File: config.mk
export PLATFORM = sky130hd
export DESIGN_NAME = ped_crossing_ctrl
export DESIGN_NICKNAME = d
export VERILOG_FILES = /design/src/rtl/traffic_pkg.sv /design/src/rtl/ped_btn_sync.sv /design/src/rtl/ped_crossing_ctrl.sv
export SDC_FILE = /design/constraint.sdc
export NUM_CORES = 1
export LEC_CHECK = 0
export CAP_MARGIN = 10
export CORE_ASPECT_RATIO = 1.5
export CORE_MARGIN = 2
export CORE_UTILIZATION = 39
export CTS_CLUSTER_SIZE = 30
export DETAILED_ROUTE_END_ITERATION = 10
export SKIP_LAST_GASP = 1
export SLEW_MARGIN = 10
export SYNTH_ARGS = -nofsm -noshare
export SYNTH_HDL_FRONTEND = slang
export SYNTH_HIERARCHICAL = 1
export SYNTH_SLANG_ARGS = --single-unit
File: constraint.sdc
create_clock -name clk -period 6.5 [get_ports clk]
set_input_delay 1.3 -clock clk [delete_from_list [all_inputs] [get_ports clk]]
set_output_delay 1.3 -clock clk [all_outputs]
set_load 0.02 [all_outputs]
File: src/rtl/traffic_pkg.sv
// traffic_pkg: shared light encodings, pedestrian FSM states and a one-hot light check
package traffic_pkg;
  localparam logic [2:0] LIGHT_RED = 3'b100;
  localparam logic [2:0] LIGHT_YEL = 3'b010;
  localparam logic [2:0] LIGHT_GRN = 3'b001;
  typedef enum logic [1:0] {IDLE, WALK, FLASH, SAFE} ped_state_t;
  function automatic logic light_ok(input logic [2:0] l);
    return l == LIGHT_RED || l == LIGHT_YEL || l == LIGHT_GRN;
  endfunction
endpackage

File: src/rtl/ped_btn_sync.sv
// ped_btn_sync: 2-flop synchroniser plus rising-edge detect (clk, rst_n, btn -> pulse)
module ped_btn_sync (
  input  logic clk,
  input  logic rst_n,
  input  logic btn,
  output logic pulse
);
  logic [2:0] sh;
  always_ff @(posedge clk or negedge rst_n)
    if (!rst_n) sh <= '0;
    else sh <= {sh[1:0], btn};
  assign pulse = sh[1] && !sh[2];
endmodule

File: src/rtl/ped_crossing_ctrl.sv
// ped_crossing_ctrl: pedestrian WALK/DON'T-WALK lamps and countdown slaved to the traffic light (clk, rst_n, light, ped_btn -> ped_req, walk, dont_walk, countdown, light_err)
module ped_crossing_ctrl
  import traffic_pkg::*;
#(
  parameter int TICK_DIV    = 10,
  parameter int WALK_TICKS  = 8,
  parameter int FLASH_TICKS = 6,
  parameter int CNT_W       = 4
) (
  input  logic             clk,
  input  logic             rst_n,
  input  logic [2:0]       light,
  input  logic             ped_btn,
  output logic             ped_req,
  output logic             walk,
  output logic             dont_walk,
  output logic [CNT_W-1:0] countdown,
  output logic             light_err
);
  localparam int PW = TICK_DIV > 1 ? $clog2(TICK_DIV) : 1;
  localparam int WW = WALK_TICKS > 1 ? $clog2(WALK_TICKS) : 1;
  ped_state_t state, state_n;
  logic [PW-1:0] presc, presc_n;
  logic [WW-1:0] wcnt, wcnt_n;
  logic [CNT_W-1:0] cnt_n;
  logic red_q, pending, pending_n, walk_n, dw_n;
  logic btn_pulse, valid, red_entry, tick, enter;
  ped_btn_sync u_sync (
    .clk   (clk),
    .rst_n (rst_n),
    .btn   (ped_btn),
    .pulse (btn_pulse)
  );
  assign valid     = light_ok(light);
  assign red_entry = light == LIGHT_RED && !red_q;
  assign tick      = presc == PW'(TICK_DIV - 1);
  assign ped_req   = pending;
  always_ff @(posedge clk or negedge rst_n)
    if (!rst_n) begin
      state     <= IDLE;
      presc     <= '0;
      wcnt      <= '0;
      countdown <= '0;
      red_q     <= 1'b0;
      pending   <= 1'b0;
      walk      <= 1'b0;
      dont_walk <= 1'b1;
      light_err <= 1'b0;
    end else begin
      state     <= state_n;
      presc     <= presc_n;
      wcnt      <= wcnt_n;
      countdown <= cnt_n;
      red_q     <= light[2];
      pending   <= pending_n;
      walk      <= walk_n;
      dont_walk <= dw_n;
      light_err <= !valid;
    end
  // An invalid bus overrides everything; a valid non-red light aborts any crossing.
  always_comb begin
    state_n = state;
    if (!valid) state_n = SAFE;
    else
      case (state)
        IDLE:    state_n = pending && red_entry ? WALK : IDLE;
        WALK:    state_n = light != LIGHT_RED ? IDLE :
                           tick && wcnt == WW'(WALK_TICKS - 1) ? FLASH : WALK;
        FLASH:   state_n = light != LIGHT_RED || (tick && countdown == '0) ? IDLE : FLASH;
        default: state_n = IDLE;
      endcase
  end
  // Outputs are computed from the next state so every lamp changes on the same edge as the FSM.
  always_comb begin
    enter     = state_n != state;
    presc_n   = (enter && (state_n == WALK || state_n == FLASH)) || tick ? '0 : presc + 1'b1;
    wcnt_n    = state_n != WALK || enter ? '0 : tick ? wcnt + 1'b1 : wcnt;
    cnt_n     = state_n != FLASH ? '0 : enter ? CNT_W'(FLASH_TICKS - 1) :
                tick ? countdown - 1'b1 : countdown;
    walk_n    = state_n == WALK;
    dw_n      = state_n != FLASH ? !walk_n : enter ? 1'b1 : tick ? !dont_walk : dont_walk;
    // A press landing on the grant cycle is kept for the following red.
    pending_n = state == IDLE && state_n == WALK ? btn_pulse :
                pending || (btn_pulse && state != WALK);
  end
endmodule

==> results of run 1 <==
[state kept, by name (all words and copies together), names as in the netlist]
signal / count
red_q: 1
wcnt: 3
presc: 4
state: 2
light_err: 1
u_sync/sh: 3
walk: 1
ped_req: 1
countdown: 4
dont_walk: 1
[through the flow]
stage / hold slack [ns] / utilization
after floorplan: 0.331 / -
after global routing: 0.376 / 0.470
after CTS: 0.353 / 0.470
final: 0.350 / 0.470
after detailed placement: 0.335 / 0.454
after global placement: 0.335 / 0.454
[Yosys cell counts (all sizes together), types with 2 or more instances]
cell type	count	area share
a21oi	4	0.020
nor2b	3	0.023
dfrtp	20	0.43
ha	8	0.086
a31oi	2	0.011
o22a	2	0.015
nand2	7	0.023
nor2	5	0.016
inv	6	0.019
nand2b	3	0.016
mux2i	2	0.017
xor2	2	0.015
nor3	2	0.0086
o21ai	3	0.013
a211oi	5	0.045
nand3	3	0.013
xnor2	5	0.038
o21a	3	0.019
buf	4	0.028
nor3b	3	0.019
[cell type report]
type,count,area (µm²),area share
tap,39,48.8,0.0360
sequential,21,527,0.389
inverter,6,22.5,0.0166
multi-input combinational,73,581,0.428
clock inverter,1,5.00,0.00369
clock buffer,3,41.3,0.0305
timing repair buffer,13,130,0.0960
[cell families (layout without fill, tap and decap cells)]
family	Yosys count	in the layout	synth area share
xor gates and xnor gates	7	7	0.0527
muxes	2	2	0.0172
adders and majority gates	8	8	0.0861
AOI/OAI and AO/OA	27	27	0.199
DFF	21	21	0.453
and+or+nand+nor	29	29	0.144
buffers and inverters	10	23	0.0474
[where the power goes]
| group | internal (mW) | switching [mW] |
|---|---|---|
| Sequential | 0.147 | 0.0162 |
| Combinational | 0.0443 | 0.0468 |
| Clock | 0.0426 | 0.0425 |
| Total | 0.234 | 0.105 |
[per-layer routing]
metal	vias to the layer above	GRT usage	part of all wire
met5	-	0	0
li1	397	-	-
met4	0	0.0667	0.011
met1	384	0.184	0.44
met3	2	0.0232	0.024
met2	16	0.256	0.52
[worst min path at each step]
stage / depth (start not counted) / startpoint / end / slack (ns)
3_5_place_dp: 0 / u_sync/sh[0]$_DFF_PN0_ / u_sync/sh[1]$_DFF_PN0_ / 0.33
6_report: 0 / u_sync/sh[0]$_DFF_PN0_ / u_sync/sh[1]$_DFF_PN0_ / 0.35
4_1_cts: 0 / u_sync/sh[0]$_DFF_PN0_ / u_sync/sh[1]$_DFF_PN0_ / 0.35
5_1_grt: 0 / u_sync/sh[0]$_DFF_PN0_ / u_sync/sh[1]$_DFF_PN0_ / 0.38
2_1_floorplan: 0 / u_sync/sh[0]$_DFF_PN0_ / u_sync/sh[1]$_DFF_PN0_ / 0.33
3_3_place_gp: 0 / u_sync/sh[0]$_DFF_PN0_ / u_sync/sh[1]$_DFF_PN0_ / 0.33
[critical path, delay by kind of cell]
family,cells,cell delay [ns]
compound gates,5,0.81
buf+inv,1,0.63
simple gates,2,0.35
fa+ha+maj,1,0.28
==> summary.txt, run 1 <==
STA
  – Pin slew with the least headroom to its limit: 0.953 ns
  – Setup TNS: 0 ns
  – Clock skew: 0.00199 ns
  – Max-Slew Margin vs Limit: 0.363
  – Fmax: 310 MHz
  – Number of failing hold endpoints at the final stage: 0
  – Final number of max-transition violations: 0
  – Final period util: 0.496
  – Final period demand of the worst path: 3.22 ns
  – Worst-case setup margin in the final layout: 3.28 ns
  – Final setup violation count: 0
  – RSZ-0062 raised after global routing: false

Die
  – Core Region: 2880 µm²
  – Horiz. Die Dim: 48.6 µm
  – Die Outline Area: 3440 µm²
  – Std cell rows: 24
  – Die span in y: 70.9 µm
  – Ports: 14
  – Effective utilization at floorplan: 0.403

Outcome
  – Result of the run: complete, no violations

Clock tree
  – CTS Sinks: 21
  – Hold buffer count at CTS: 0
  – CTS tree: built
  – Post-CTS Resized: 0
  – Post-CTS repair timing setup buffer count: 0
  – Later-pin clock latency in the skew report: 0.26 ns
  – Level count of the clock H-tree: 1
  – Clock buffer count from CTS: 3
  – Maximum buffer depth of the clock tree: 2
  – CTS clock-pin slew for the worst setup and hold paths: 0.08 ns
  – Clock tree root buffer cell: sky130_fd_sc_hd__clkbuf_8

Place
  – Placed cell count: 152
  – PortBufs: 13
  – Gpl congestion: 0.754
  – Detailed-placement wirelength estimate: 1.61 mm
  – DP Area: 1310 µm²
  – Worst slack at placement: 3.02 ns

Layout
  – Share of cells above drive strength 1: 0.120
  – Nets: 132
  – Total inserted antenna cells: 0
  – Area overhead of the layout relative to synthesis: 16.6%
  – Number of cells in the finished layout apart from fillers: 156
  – Most common library cell in the layout ignoring fill and taps: sky130_fd_sc_hd__dfrtp_1
  – Design Area, Final: 1360 µm²
  – Leading cell types in the layout, fill and taps excluded: 20 x sky130_fd_sc_hd__dfrtp_1, 13 x sky130_fd_sc_hd__clkdlybuf4s50_1, 8 x sky130_fd_sc_hd__ha_1, 7 x sky130_fd_sc_hd__nand2_1, 6 x sky130_fd_sc_hd__inv_1
  – # fillers: 288

Synth
  – Syn Std Cell Area: 1160 µm²
  – EDFF count, synth: 0
  – Yosys synthesis warning count: 6
  – Unique masters post-synth: 36
  – Post-Synthesis Cells: 104
  – Mapped Avg Cell Area: 11.2 µm²
  – Top flip-flop cell by instance count after synthesis: sky130_fd_sc_hd__dfrtp_1
  – Syn nets: 118
  – Post-synth ARST share: 1.00
  – Number of synthesized register bits: 21
  – Portion of the post-synthesis area used by sequential elements: 0.453

Worst setup path
  – Critical path's largest stage delay: 0.63 ns
  – Endpoint of the lowest-slack register-to-register path: countdown[1]$_DFFE_PN0P_
  – Worst setup path end: ped_req$_DFF_PN0_
  – Cell chain of the critical path: clkdlybuf4s50_1, nor2b_1, o21ai_0, a31oi_1, o31a_1, ha_1, nand2_1, o22a_1, o22a_1
  – Type of element launching the critical path: input pin
  – Critical path data arrival time: 3.37 ns
  – Critical setup path kind: in2reg
  – Crit-path most repeated cell: sky130_fd_sc_hd__o22a_1
  – Critical path launch point: light[2]
  – Largest fanout on the critical path: 9
  – Worst r2r src: presc[1]$_DFF_PN0_
  – Endpoint type of the worst setup path: register
  – Worst R2R Path Depth: 10
  – Reg2reg setup slack: 3.71 ns
  – Highest-delay cell along the critical path: sky130_fd_sc_hd__clkdlybuf4s50_1
  – Required time worst endpoint: 6.65 ns

Power and ir drop
  – Static leakage: 0.547 nW
  – Pwr Total: 0.339 mW
  – Worst ir drop on vdd: 119 µV
  – Power density over cell area: 250 nW/µm²

Global route
  – Overall global routing resource usage: 0.149
  – Wire length of the first global-routing pass: 3.99 mm
  – Initial antenna violation count: 0
  – Number of global-route vias before repair: 862
  – Congestion Overflow GR: 0
  – Pin count of the biggest net entering global routing: 22

Routing
  – Routed wire per std cell: 14.0 µm
  – Remaining routing DRC violations: 0
  – Via count: 799
  – DR iter-0 viols: 20
  – Final wirelength: 2.19 mm
  – Router iterations before antenna repair: 4
  – Number of antenna-violating nets in the routed design: 0
  – Per-cell via count in the routed design: 5.12

Flow run
  – Maximum Capacitance Violations: 0

Worst hold path
  – Class of the worst hold path: reg2reg
Note: power is estimated with default switching activity, not from simulation.
==> inputs of run 2 (changes only) <==
==> constraint.sdc (replaced) <==
create_clock -name clk -period 3.2 [get_ports clk]
set_input_delay 0.64 -clock clk [delete_from_list [all_inputs] [get_ports clk]]
set_output_delay 0.64 -clock clk [all_outputs]
set_load 0.02 [all_outputs]
==> run 2 against run 1 <==
Effect of this change: clock power increased by 96%; cell count grew 1.9%; clock skew rose by 0.0016 ns; utilization increased by 0.74 points.
==> summary.txt, run 2 (same netlist as run 1, synthesis figures left out) <==
Outcome
  – Result of the run: complete, no violations

Routing
  – DR iter-0 viols: 16 (-20%)
  – Routed wire per std cell: 12.7 µm (-9.2%)
  – Final wirelength: 2.03 mm (-7.4%)
  – Router iterations before antenna repair: 4 (unchanged)
  – Number of antenna-violating nets in the routed design: 0 (unchanged)
  – Via count: 792 (-0.88%)
  – Per-cell via count in the routed design: 4.98 (-2.7%)
  – Remaining routing DRC violations: 0 (unchanged)

Die
  – Ports: 14 (unchanged)
  – Die Outline Area: 3440 µm² (unchanged)
  – Std cell rows: 24 (unchanged)
  – Core Region: 2880 µm² (unchanged)
  – Die span in y: 70.9 µm (unchanged)
  – Effective utilization at floorplan: 0.403 (unchanged)
  – Horiz. Die Dim: 48.6 µm (unchanged)

STA
  – Pin slew with the least headroom to its limit: 0.344 ns (-0.609 ns)
  – Number of failing hold endpoints at the final stage: 0 (unchanged)
  – RSZ-0062 raised after global routing: false
  – Fmax: 399 MHz
  – Final period util: 0.784
  – Setup TNS: 0 ns (unchanged)
  – Final setup violation count: 0 (unchanged)
  – Final period demand of the worst path: 2.51 ns
  – Final number of max-transition violations: 0 (unchanged)
  – Max-Slew Margin vs Limit: 0.769 (+0.406)
  – Clock skew: 0.00360 ns (+0.00161 ns)

Flow run
  – Maximum Capacitance Violations: 0 (unchanged)

Worst setup path
  – Critical path's largest stage delay: 0.62 ns (about the same)
  – Required time worst endpoint: 3.34 ns (-3.31 ns)
  – Highest-delay cell along the critical path: sky130_fd_sc_hd__clkdlybuf4s50_1
  – Crit path max-delay family: compound AO/OA/AOI/OAI gates
  – Reg2reg setup slack: 0.95 ns (-2.76 ns)
  – Cell chain of the critical path: clkdlybuf4s50_1, nor2b_1, o21ai_0, a31oi_1, o31a_1, ha_1, nand2_1, o22a_1, o22a_1
  – Buffering stage count on the worst path with inverters included: 1 (unchanged)
  – Crit-path most repeated cell: sky130_fd_sc_hd__o22a_1
  – Type of element launching the critical path: input pin
  – Largest fanout on the critical path: 9 (unchanged)
  – Endpoint type of the worst setup path: register
  – Critical setup path kind: in2reg
  – Critical path data arrival time: 2.65 ns (-0.72 ns)

Layout
  – # fillers: 287 (-0.35%)
  – Registers with the most flip-flops: countdown: 4 flops, presc: 4 flops
  – Share of cells above drive strength 1: 0.133 (+0.0137)
  – Total inserted antenna cells: 0 (unchanged)
  – Nets: 135 (+2.3%)
  – Most common library cell in the layout ignoring fill and taps: sky130_fd_sc_hd__dfrtp_1
  – Multi-input combinational cell area: 581 µm² (unchanged)
  – Sequential cell area: 527 µm² (unchanged)
  – Area overhead of the layout relative to synthesis: 18.4%
  – Leading cell types in the layout, fill and taps excluded: 20 x sky130_fd_sc_hd__dfrtp_1, 13 x sky130_fd_sc_hd__clkdlybuf4s50_1, 8 x sky130_fd_sc_hd__ha_1, 7 x sky130_fd_sc_hd__nand2_1, 6 x sky130_fd_sc_hd__inv_1
  – Design Area, Final: 1380 µm² (+1.6%)

Place
  – Gpl congestion: 0.835 (+11%)
  – PortBufs: 13 (unchanged)
  – Detailed-placement wirelength estimate: 1.56 mm (-3.0%)
  – DP Area: 1330 µm² (+1.7%)

Worst hold path
  – Class of the worst hold path: reg2reg

Clock tree
  – Hold buffer count at CTS: 0 (unchanged)
  – Post-CTS repair timing setup buffer count: 0 (unchanged)
  – Maximum buffer depth of the clock tree: 2 (unchanged)
  – CTS Sinks: 21 (unchanged)
  – CTS tree: built
  – CTS clock-pin slew for the worst setup and hold paths: 0.07 ns (about the same)
  – Clock tree root buffer cell: sky130_fd_sc_hd__clkbuf_8
  – Later-pin clock latency in the skew report: 0.25 ns (about the same)
  – Level count of the clock H-tree: 1 (unchanged)
  – Clock buffer count from CTS: 3 (unchanged)
  – Post-CTS Resized: 0 (unchanged)

Power and ir drop
  – Power density over cell area: 499 nW/µm² (+99%)
  – Static leakage: 0.559 nW (+2.2%)
  – Worst ir drop on vdd: 294 µV (+150%)

Global route
  – Overall global routing resource usage: 0.139 (-0.0101)
  – Wire length of the first global-routing pass: 3.80 mm (-4.8%)
  – Initial antenna violation count: 0 (unchanged)
  – Pin count of the biggest net entering global routing: 22 (unchanged)
  – Number of global-route vias before repair: 831 (-3.6%)
  – Congestion Overflow GR: 0 (unchanged)
run 2: changes by cell type in the layout (fill, tap and decap cells not counted), sizes merged:
cell	change
clkbuf	+1
buf	+3
clkinv	-1
run 2: layout make-up:
| cell class | instances | area share |
|---|---|---|
| clock buffers | 4 | 0.0327 |
| repair buffers | 16 | 0.111 |
| well taps | 39 | 0.0355 |
| inverters | 6 | 0.0164 |
| multi-input cells | 73 | 0.422 |
| flip-flops and latches | 21 | 0.383 |
run 2: worst paths after layout:
check                                         end  cells after the start              startpoint
max                             ped_req$_DFF_PN0_                      9                light[2]
min                        u_sync/sh[1]$_DFF_PN0_                      0  u_sync/sh[0]$_DFF_PN0_
max reg2reg                     ped_req$_DFF_PN0_                     10      presc[0]$_DFF_PN0_
min reg2reg                u_sync/sh[1]$_DFF_PN0_                      0  u_sync/sh[0]$_DFF_PN0_
max in group asynchronous   dont_walk$_DFFE_PN1P_                      2                   rst_n
min in group asynchronous  u_sync/sh[2]$_DFF_PN0_                      2                   rst_n
run 2: routing by layer:
metal	routed length (µm)	GRT usage	up-vias
li1	-	-	404
met1	950	0.178	376
met2	990	0.221	10
met3	64	0.0295	2
met4	19	0.0730	0
met5	0	0	-
run 2: where the power goes:
part           switching (mW)  total [mW]  leakage [nW]  internal (mW)
Sequential             0.0323       0.331         0.263          0.299
Clock                  0.0790       0.167        0.0228         0.0884
Combinational          0.0949       0.188         0.274         0.0934
run 2: through the flow:
stage / instances / hold WS, ns / setup slack [ns] / power (mW) / util
after floorplan: 104 / 0.331 / 1.08 / 0.466 / -
after global placement: 155 / 0.334 / 0.523 / 0.524 / 0.462
after detailed placement: 155 / 0.338 / 0.426 / 0.527 / 0.462
after CTS: 159 / 0.354 / 0.687 / 0.696 / 0.477
after global routing: 159 / 0.384 / 0.482 / 0.734 / 0.477
final: 159 / 0.354 / 0.693 / 0.687 / 0.477
==> inputs of run 3 (changes only) <==
==> constraint.sdc (replaced) <==
create_clock -name clk -period 2.25 [get_ports clk]
set_input_delay 0.45 -clock clk [delete_from_list [all_inputs] [get_ports clk]]
set_output_delay 0.45 -clock clk [all_outputs]
set_load 0.02 [all_outputs]
==> run 3 against run 2 <==
Effect of this change: critical path depth is the same; sequential share of layout area decreased by 4.3 points; first-iteration DRC count down 50%; clock-buffer cell count unchanged; worst setup slack got worse by 0.57 ns; utilization up 6.1 points; global-route usage up 0.60 points; critical endpoint unchanged; largest cell class unchanged; largest power group unchanged.
==> summary.txt, run 3 (same netlist as run 1, synthesis figures left out) <==
Outcome
  – Result of the run: complete, no violations

Die
  – Effective utilization at floorplan: 0.403 (unchanged)
  – Std cell rows: 24 (unchanged)
  – Core Region: 2880 µm² (unchanged)
  – Die span in y: 70.9 µm (unchanged)
  – Horiz. Die Dim: 48.6 µm (unchanged)
  – Ports: 14 (unchanged)
  – Die Outline Area: 3440 µm² (unchanged)

Worst hold path
  – Class of the worst hold path: reg2reg
  – Min-delay src: u_sync/sh[0]$_DFF_PN0_
  – Endpoint of the worst hold-timing path: u_sync/sh[1]$_DFF_PN0_
  – Worst Hold Path Cells: 0 (unchanged)

Layout
  – Total inserted antenna cells: 0 (unchanged)
  – Registers with the most flip-flops: countdown: 4 flops, presc: 4 flops
  – Share of cells above drive strength 1: 0.299 (+0.165)
  – Leading cell types in the layout, fill and taps excluded: 20 x sky130_fd_sc_hd__dfrtp_1, 16 x sky130_fd_sc_hd__buf_4, 13 x sky130_fd_sc_hd__clkdlybuf4s50_1, 7 x sky130_fd_sc_hd__nand2_1
  – # fillers: 277 (-3.5%)
  – Number of cells in the finished layout apart from fillers: 173 (+8.8%)
  – Area overhead of the layout relative to synthesis: 33.6%
  – Sequential cell area: 527 µm² (unchanged)
  – Nets: 149 (+10%)
  – Multi-input combinational cell area: 639 µm² (+10%)
  – Most common library cell in the layout ignoring fill and taps: sky130_fd_sc_hd__dfrtp_1
  – Design Area, Final: 1550 µm² (+13%)

STA
  – Clock skew: 0.00538 ns (+0.00178 ns)
  – Pin slew with the least headroom to its limit: 0.326 ns (-0.0186 ns)
  – Number of failing hold endpoints at the final stage: 0 (unchanged)
  – Final setup violation count: 0 (unchanged)
  – RSZ-0062 raised after global routing: true
  – Final period util: 0.946
  – Setup TNS: 0 ns (unchanged)
  – Final number of max-transition violations: 0 (unchanged)
  – Fmax: 470 MHz
  – Final period demand of the worst path: 2.13 ns
  – Max-Slew Margin vs Limit: 0.783 (+0.0139)

Clock tree
  – Level count of the clock H-tree: 1 (unchanged)
  – CTS tree: built
  – Later-pin clock latency in the skew report: 0.26 ns (about the same)
  – CTS clock-pin slew for the worst setup and hold paths: 0.07 ns (about the same)
  – Maximum buffer depth of the clock tree: 2 (unchanged)
  – Clock tree root buffer cell: sky130_fd_sc_hd__clkbuf_8
  – CTS Sinks: 21 (unchanged)
  – Clock buffer count from CTS: 3 (unchanged)
  – Hold buffer count at CTS: 0 (unchanged)

Worst setup path
  – Required time worst endpoint: 2.40 ns (-0.94 ns)
  – Cell chain of the critical path: clkdlybuf4s50_1, nor2b_2, o21ai_1, a31oi_1, o31a_1, ha_2, nand2_1, o22a_1, o22a_1
  – Worst r2r src: presc[0]$_DFF_PN0_
  – Endpoint type of the worst setup path: register
  – Reg2reg setup slack: 0.12 ns (-0.83 ns)
  – Crit-path most repeated cell: sky130_fd_sc_hd__o22a_1
  – Endpoint of the lowest-slack register-to-register path: ped_req$_DFF_PN0_
  – Critical setup path kind: in2reg
  – Highest-delay cell along the critical path: sky130_fd_sc_hd__clkdlybuf4s50_1
  – Critical path's largest stage delay: 0.53 ns (-0.09 ns)
  – Critical path data arrival time: 2.28 ns (-0.37 ns)
  – Worst R2R Path Depth: 10 (unchanged)
  – Type of element launching the critical path: input pin
  – Largest fanout on the critical path: 5 (-4)

Place
  – Gpl congestion: 0.824 (-1.2%)
  – PortBufs: 13 (unchanged)
  – DP Area: 1430 µm² (+7.1%)
  – Placed cell count: 166 (+7.1%)
  – Detailed-placement wirelength estimate: 1.74 mm (+11%)

Global route
  – Congestion Overflow GR: 0 (unchanged)
  – Wire length of the first global-routing pass: 3.99 mm (+5.1%)
  – Initial antenna violation count: 0 (unchanged)
  – Pin count of the biggest net entering global routing: 22 (unchanged)
  – Overall global routing resource usage: 0.145 (+0.00601)
  – Number of global-route vias before repair: 915 (+10%)

Routing
  – Remaining routing DRC violations: 0 (unchanged)
  – Routed wire per std cell: 13.2 µm (+3.8%)
  – Per-cell via count in the routed design: 4.99 (+0.15%)
  – Router iterations before antenna repair: 2 (-2)
  – DR iter-0 viols: 8 (-8)
  – Via count: 863 (+9.0%)
  – Final wirelength: 2.29 mm (+13%)
  – Number of antenna-violating nets in the routed design: 0 (unchanged)

Power and ir drop
  – Worst ir drop on vdd: 480 µV (+64%)
  – Static leakage: 0.643 nW (+15%)
  – Power density over cell area: 673 nW/µm² (+35%)

Flow run
  – Maximum Capacitance Violations: 0 (unchanged)
run 3: cell types whose count changed in the layout (fill, tap and decap cells not counted), sizes merged:
| cell | delta |
|---|---|
| buf | +14 |
run 3: cell type report:
| cell class | count | area share |
|---|---|---|
| Multi-Input combinational cell | 73 | 0.412 |
| Sequential cell | 21 | 0.339 |
| Timing Repair Buffer | 30 | 0.174 |
| Tap cell | 39 | 0.0314 |
| Clock buffer | 4 | 0.0290 |
| Inverter | 6 | 0.0145 |
run 3: repair_timing:
action | CTS | global route
pin swaps | 0 | 5
buffers inserted | 0 | 3
gates resized for setup | 1 | 14
endpoints found under the setup margin | 1 | 11
run 3: through the flow:
step                hold WS, ns  worst slack (ns)  utilization  total power, mW
global route              0.378          -0.00465        0.539             1.11
detailed placement        0.354            -0.206        0.495            0.780
finish                    0.367             0.121        0.539             1.04
floorplan                 0.154             0.131            -            0.663
CTS                       0.371            0.0162        0.512             1.03
global placement          0.333            -0.160        0.495            0.770
run 3: power by group:
part           internal [mW]  switching (mW)  leakage (nW)  total, mW
clock network          0.126           0.116        0.0228      0.242
registers              0.425          0.0503         0.263      0.475
logic                  0.176           0.152         0.357      0.328
total                  0.727           0.318         0.643       1.04
run 3: worst max-delay path by stage:
stage / from / to / depth (start not counted)
after floorplan: presc[0]$_DFF_PN0_ / ped_req$_DFF_PN0_ / 11
after global placement: light[2] / ped_req$_DFF_PN0_ / 9
after detailed placement: light[2] / ped_req$_DFF_PN0_ / 9
after CTS: light[2] / ped_req$_DFF_PN0_ / 9
after global routing: countdown[0]$_DFFE_PN0P_ / ped_req$_DFF_PN0_ / 10
final: light[2] / ped_req$_DFF_PN0_ / 9
run 3: worst max-delay path, delay by kind of cell:
| family | cells | cell delay [ns] |
|---|---|---|
| buffers and inverters | 1 | 0.53 |
| AND/OR/NAND/NOR | 2 | 0.28 |
| AO/OA/AOI/OAI | 5 | 0.82 |
| adder cells (fa/ha/maj) | 1 | 0.18 |
run 3: layer usage:
| metal | part of all wire | vias up | wire length, µm | track usage |
|---|---|---|---|---|
| li1 | - | 429 | - | - |
| met1 | 0.41 | 409 | 941 | 0.167 |
| met2 | 0.54 | 16 | 1230 | 0.270 |
| met3 | 0.031 | 9 | 71 | 0.0253 |
| met4 | 0.018 | 0 | 42 | 0.0444 |
| met5 | 0 | - | 0 | 0 |
